`src/rtl/seg7_scan_driver.sv`:
```
// Time-multiplexed 4-digit 7-segment driver with per-frame shadow latching,
// anti-ghost blanking after each digit step, per-digit blink and decimal point.
module seg7_scan_driver #(
  parameter int SCAN_DIV  = 16,
  parameter int BLANK_CYC = 64,
  parameter int BLINK_DIV = 24
) (
  input  logic        clk,
  input  logic        rst,
  input  logic        EN,
  input  logic        hi_sel,
  input  logic [31:0] Disp_num,
  input  logic [3:0]  point_in,
  input  logic [3:0]  blink_in,
  output logic [3:0]  AN,
  output logic [7:0]  SEGMENT,
  output logic        frame_tick
);

  localparam int BW = (BLANK_CYC < 1) ? 1 : $clog2(BLANK_CYC + 1);
  localparam logic [BW-1:0] BLANK_LOAD = BW'(BLANK_CYC);

  logic [SCAN_DIV-1:0]  presc;
  logic [1:0]           d;
  logic [BW-1:0]        blank_cnt;
  logic [BLINK_DIV-1:0] blink_cnt;

  logic        sh_hi;
  logic [31:0] sh_num;
  logic [3:0]  sh_point;
  logic [3:0]  sh_blink;

  logic        scan_tick;
  logic        wrap;
  logic [15:0] half;
  logic [3:0]  nib;
  logic [3:0]  an_next;
  logic [7:0]  seg_next;

  function automatic logic [6:0] decode(input logic [3:0] value);
    logic [6:0] code;
    case (value)
      4'h0: code = 7'h40;
      4'h1: code = 7'h79;
      4'h2: code = 7'h24;
      4'h3: code = 7'h30;
      4'h4: code = 7'h19;
      4'h5: code = 7'h12;
      4'h6: code = 7'h02;
      4'h7: code = 7'h78;
      4'h8: code = 7'h00;
      4'h9: code = 7'h10;
      4'hA: code = 7'h08;
      4'hB: code = 7'h03;
      4'hC: code = 7'h46;
      4'hD: code = 7'h21;
      4'hE: code = 7'h06;
      default: code = 7'h0E;
    endcase
    return code;
  endfunction

  assign scan_tick = (presc == '1) & EN;
  assign wrap      = scan_tick & (d == 2'd3);

  // Every counter freezes while EN is low so scanning resumes exactly where it stopped.
  always_ff @(posedge clk or negedge rst) begin
    if (!rst) begin
      presc     <= '0;
      d         <= '0;
      blank_cnt <= '0;
      blink_cnt <= '0;
    end else if (EN) begin
      presc     <= presc + SCAN_DIV'(1);
      blink_cnt <= blink_cnt + BLINK_DIV'(1);
      if (scan_tick) begin
        d         <= d + 2'd1;
        blank_cnt <= BLANK_LOAD;
      end else if (blank_cnt != '0) begin
        blank_cnt <= blank_cnt - BW'(1);
      end
    end
  end

  always_ff @(posedge clk or negedge rst) begin
    if (!rst) begin
      sh_hi    <= 1'b0;
      sh_num   <= '0;
      sh_point <= '0;
      sh_blink <= '0;
    end else if (wrap) begin
      sh_hi    <= hi_sel;
      sh_num   <= Disp_num;
      sh_point <= point_in;
      sh_blink <= blink_in;
    end
  end

  // Blink only gates the anode; cathodes keep the digit pattern throughout.
  always_comb begin
    half     = sh_hi ? sh_num[31:16] : sh_num[15:0];
    nib      = 4'(half >> {d, 2'b00});
    seg_next = {~sh_point[d], decode(nib)};
    an_next  = ~(4'b0001 << d);
    if ((blank_cnt != '0) || (blink_cnt[BLINK_DIV-1] && sh_blink[d])) begin
      an_next = 4'hF;
    end
  end

  always_ff @(posedge clk or negedge rst) begin
    if (!rst) begin
      AN         <= 4'hF;
      SEGMENT    <= 8'hFF;
      frame_tick <= 1'b0;
    end else if (EN) begin
      AN         <= an_next;
      SEGMENT    <= seg_next;
      frame_tick <= wrap;
    end else begin
      AN         <= 4'hF;
      SEGMENT    <= 8'hFF;
      frame_tick <= 1'b0;
    end
  end

endmodule

```
`config.mk`:
```
export PLATFORM = sky130hd
export DESIGN_NAME = seg7_scan_driver
export DESIGN_NICKNAME = d
export VERILOG_FILES = /design/src/rtl/seg7_scan_driver.sv
export SDC_FILE = /design/constraint.sdc
export NUM_CORES = 1
export LEC_CHECK = 0
export BUFFER_PORTS_ARGS = -buffer_cell sky130_fd_sc_hd__buf_2
export CAP_MARGIN = 25
export CORE_UTILIZATION = 33
export CTS_CLUSTER_SIZE = 25
export DETAILED_ROUTE_END_ITERATION = 7
export PLACE_DENSITY = 0.6
export SETUP_SLACK_MARGIN = 0.2
export SYNTH_ARGS = -nofsm -noshare
export SYNTH_HDL_FRONTEND = slang
export SYNTH_SLANG_ARGS = --single-unit
export TNS_END_PERCENT = 1
```
`constraint.sdc`:
```
create_clock -name clk -period 2.2 [get_ports clk]
set_input_delay 0.44 -clock clk [delete_from_list [all_inputs] [get_ports clk]]
set_output_delay 0.44 -clock clk [all_outputs]
set_load 0.1 [all_outputs]
```
; Word-level counts from Yosys, hierarchy flattened
; Memories as Yosys holds them, arrays and structs flattened.
; Index checks and enable logic that the tools add are counted.
[word_totals]
register_bits = 103
rom_bits = 112
output_inout_bits = 13
memories = 1
[classes]
add_sub_neg = 4
n_lt_le_gt_ge = 1
eq_ne = 2
shift = 2
n_mux = 11
bitwise_logic = 4
reduce_logical = 6
[mem_list]
columns = name, words, width, read_ports, rd_clocked_by_memory_dff, write_ports, line
row1 = (name not given), 16, 7, 1, 0, 0, 42  ; case (value)
[op_table]
columns = operator, count
row1 = adder 24 x 1 -> 24 bit (second input constant), 1
row2 = adder 16 x 1 -> 16 bit (second input constant), 1
row3 = == test 16 bit (second input constant), 1
row4 = two-way mux 16 bit, 1
row5 = right shift 16 x 4 -> 4 bit, 1
row6 = two-way mux 7 bit, 2
row7 = two-way mux 4 bit, 2
row8 = two-way mux 8 bit, 1
row9 = nonzero test 7 bit, 1
row10 = subtractor 7 x 1 -> 7 bit (second input constant), 1
row11 = binary-select mux 1 bit (select 2 bit), 2
row12 = NOT 4 bit, 1
row13 = AND reduction 2 bit, 2
row14 = left shift 1 x 2 -> 4 bit (first input constant), 1
row15 = < comparator 2 x 3 -> 1 bit (second input constant), 1
row16 = two-way mux 1 bit, 3
row17 = adder 2 x 1 -> 2 bit (second input constant), 1
row18 = bitwise AND 1 bit, 2
row19 = == test 2 bit (second input constant), 1
row20 = nonzero test 2 bit, 1
row21 = logical AND 1 bit, 1
row22 = logical OR 1 bit, 1
row23 = NOT 1 bit, 1

; Longest topological paths before layout
[depth]
ltp_word = 6
ltp_mapped = 9
ltp_nobuf = 8

; Worst setup path after synthesis
; Ideal clock, no wire load.
[synth_path]
path_type = reg2reg
startpoint = register sh_hi
endpoint = register SEGMENT[0]
t_arrival_ns = 2.112
path_slack_ns = 0.002
stages_incl_launch_ff = 9
path_buffers = 1
cell_sequence = dfrtp_1 buf_6 mux4_1 mux2i_4 inv_1 ha_1 inv_1 nor2_1 o41a_1
[synth_via]
elab_chain_cells = 4
[synth_rtl]
columns = element, line
row1 = from (decl), 28  ; logic sh_hi;
row2 = from (signal assigned), 92  ; sh_hi <= hi_sel;
row3 = two-way mux 16 bit, 101  ; half = sh_hi ? sh_num[31:16] : sh_num[15:0];
row4 = right shift 16 x 4 -> 4 bit, 102  ; nib = 4'(half >> {d, 2'b00});
row5 = memory read (16 x 7 bit), n/a
row6 = two-way mux 8 bit, 115  ; end else if (EN) begin
row7 = to (signal assigned), 117  ; SEGMENT <= seg_next;
row8 = to (decl), 16  ; output logic [7:0] SEGMENT,
; No other way between the ends.
; A chain may end at the register's enable or synchronous reset.

; Worst setup path in the final report
[layout_path]
startpoint = register sh_hi
endpoint = register SEGMENT[4]
; The elaborated chain is that of the path after synthesis.

==> impl_metrics.toml <==
[drt]
drt_iter0_drc = 132
num_vias = 2940
routed_wl_um = 8820
dr.pass1.iters = 4
ant_nets = 0
drc = 0
wl_per_cell_um = 14.2
viasPerCell = 4.73

[critical_path]
path_class = "flip-flop to flip-flop"
crit_chain = "mux4_2, mux2i_4, inv_2, ha_4, inv_2, nand2b_1, a311o_1"
cp-start-kind = "flip-flop"
arrival_ns = 2.34
slowest_delay_ns = 0.56
crit_top_cell = "inv_2"
critical_path_buf_inv_count = 2
cp.required_ns = 2.47
ff2ff_path_depth = 7
path_depth = 7
cpMaxStageDelayCell = "mux4_2"
cpLargestDelayFamily = "multiplexers"
cp-end-kind = "flip-flop"
cp_max_fo = 8

[power]
p_leak_nw = 2.71
ir_worst_vdd_mv = 0.394
power_density_nw_per_um2 = 763
p_total_w = 0.00429

[synthesis]
synth_top_family_by_area = "multiplexers"
synth-compound-area-share_pct = 3.49
syn_area_um2 = 4730
synth-seq-cells = 103
synth_nets = 418
yosys.area_share.simple_pct = 10.4
synth_cell_type_count = 43
synthFlopType = "dfrtp_1"
ys_seq_area_share_pct = 54.9
synth_area_per_cell_um2 = 13.1
yosysWarnings = 0
synthMuxAreaShare_pct = 17.7
synth-xor-area-share_pct = 7.23
synthCells = 361
async_reset_ff_share_pct = 100
synth_edf_count = 0
synthAdderAreaFrac_pct = 3.44

[sta]
final-setup-viol-count = 0
period_share_pct = 93.9
grt_setup_unrepaired = "true"
finalClockSkew_ns = 0.00764
fmax_mhz = 484
worst_pin_slew_ns = 0.638
period_minus_slack_ns = 2.06
max_slew_margin_pct = 57.5
holdWs_ns = 0.105
slew_violations = 0
finalHoldViolCount = 0

[clock_tree]
cts_tree = "yes"
h-tree-depth = 3
cts.sink_count = 103
root_buffer = "clkbuf_16"
cts_made_buffers = 9
clock_latency_ns = 0.35
cts_buffer_depth = 2
clk_pin_slew_ns = 0.07

[die]
die_y_um = 122
die_area_um2 = 14800
core_area_um2 = 13900
rows = 43
ioPinCount = 57
initial_core_util_pct = 33.9
die_w_um = 122

[global_route]
grt_max_degree = 48
grt_remaining_overflow = 0
grt_pass1_wl_um = 15200
grt_pass1_vias = 3006
antenna_found_initial = 0
track_usage_pct = 13.5

[finish]
layout.nets = 493
drive_gt1_share_pct = 37.4
final_core_util_pct = 40.4
final_area_um2 = 5630
diodes = 0
syn2layout_area_growth_pct = 19.1

[status]
status = "finished, final reports clean"

[placement]
gp_congestion = 0.772
dpl_cell_area_um2 = 5290
port_buffers = 56
dpl.hpwl_um = 6450

[worst_hold_path]
hold_class = "primary input to asynchronous set/reset pin"

[run]
drv_cap = 0
## sequential cells by signal, summed over array words and instances, names as in the netlist
register,count
AN,4
SEGMENT,8
blank_cnt,7
blink_cnt,24
d,2
frame_tick,1
presc,16
sh_blink,4
sh_hi,1
sh_num,32
sh_point,4
## kinds of logic after synthesis
| logic type | count (synthesis) |
|---|---|
| compound gates | 23 |
| xor+xnor | 39 |
| fa+ha+maj | 13 |
| buf+inv | 24 |
| flops | 103 |
| mux | 64 |
| simple gates | 95 |
## per-layer routing
metal  share of wire [%]  up-vias  GRT usage [%]
met5                   0        -              0
met4                 2.0        0           5.94
met3                 3.7       16           3.18
met2                  47       54           20.8
met1                  47     1447           18.0
li1                    -     1423              -
## area by class of cell
type | instances | area, um^2
clock buffers | 12 | 246
repair buffers | 77 | 478
multi-input cells | 234 | 2010
flip-flops and latches | 103 | 2590
inverters | 11 | 41.3
well taps | 180 | 225
clock inverters | 4 | 30.0
fillers | 1322 | 8310
## worst reg2reg max path: stages (launching register included)
cell and delay, ns:
dfrtp_2 0.48, mux4_2 0.56, mux2i_4 0.25, inv_2 0.09, ha_4 0.17, inv_2 0.06
nand2b_1 0.07, a311o_1 0.31
## repair_timing
action	4_1_cts	5_1_grt
endpoints found under the setup margin	7	54
pin swaps	0	0
hold buffers	0	0
buffers inserted	5	0
cloned	0	0
gates resized for setup	2	1
## through the flow
| step | setup slack [ns] | setup TNS [ns] | std cells |
|---|---|---|---|
| 6_report | 0.135 | 0 | 621 |
| 5_1_grt | 0.0352 | 0 | 621 |
| 3_3_place_gp | 0.0128 | 0 | 600 |
| 4_1_cts | 0.118 | 0 | 621 |
| 2_1_floorplan | 0.167 | 0 | 361 |
| 3_5_place_dp | -0.0680 | -0.105 | 600 |
## final timing paths
path | start | slack [ns] | to
setup / recovery | sh_hi$_DFFE_PN0P_ | 0.14 | SEGMENT[4]$_DFF_PN1_
hold / removal | rst | 0.11 | presc[11]$_DFFE_PN0P_
setup reg to reg | sh_hi$_DFFE_PN0P_ | 0.14 | SEGMENT[4]$_DFF_PN1_
hold reg to reg | presc[15]$_DFFE_PN0P_ | 0.46 | presc[15]$_DFFE_PN0P_
max in group asynchronous | rst | 1.38 | SEGMENT[6]$_DFF_PN1_
min in group clk | Disp_num[19] | 0.32 | sh_num[19]$_DFFE_PN0P_
## layout by cell type, fill, tap and decap left out, types with 4 or more instances in the layout
cell type	n
nand3_1	13
mux2i_1	10
dfstp_2	12
o2bb2ai_1	4
dfrtp_1	90
inv_1	8
and4_1	5
nor3_1	5
nand2b_1	4
buf_4	19
mux2_2	43
xnor2_1	25
clkbuf_16	9
xor2_1	14
nand2_1	24
mux4_2	7
or3_1	4
buf_2	55
ha_1	11
nand4_1	13
o21ai_0	7
nor2_1	15
## cells in the mapped netlist (all sizes together) (12+ instances only)
library cell	n	area share [%]
dfstp	12	6.7
ha	13	3.4
nand2	26	2.2
nand4	13	1.7
mux2	43	10
dfrtp	91	48
mux2i	13	3.3
nor2	15	1.2
xor2	14	2.6
nand3	14	1.5
xnor2	25	4.6
## power breakdown
group          switching (W)  total, W  internal (W)
Combinational       0.000291  0.000546      0.000255
Clock               0.000681   0.00148      0.000803
Sequential          0.000175   0.00226       0.00209
Total                0.00115   0.00429       0.00315
(Power assumes the default switching activity.)
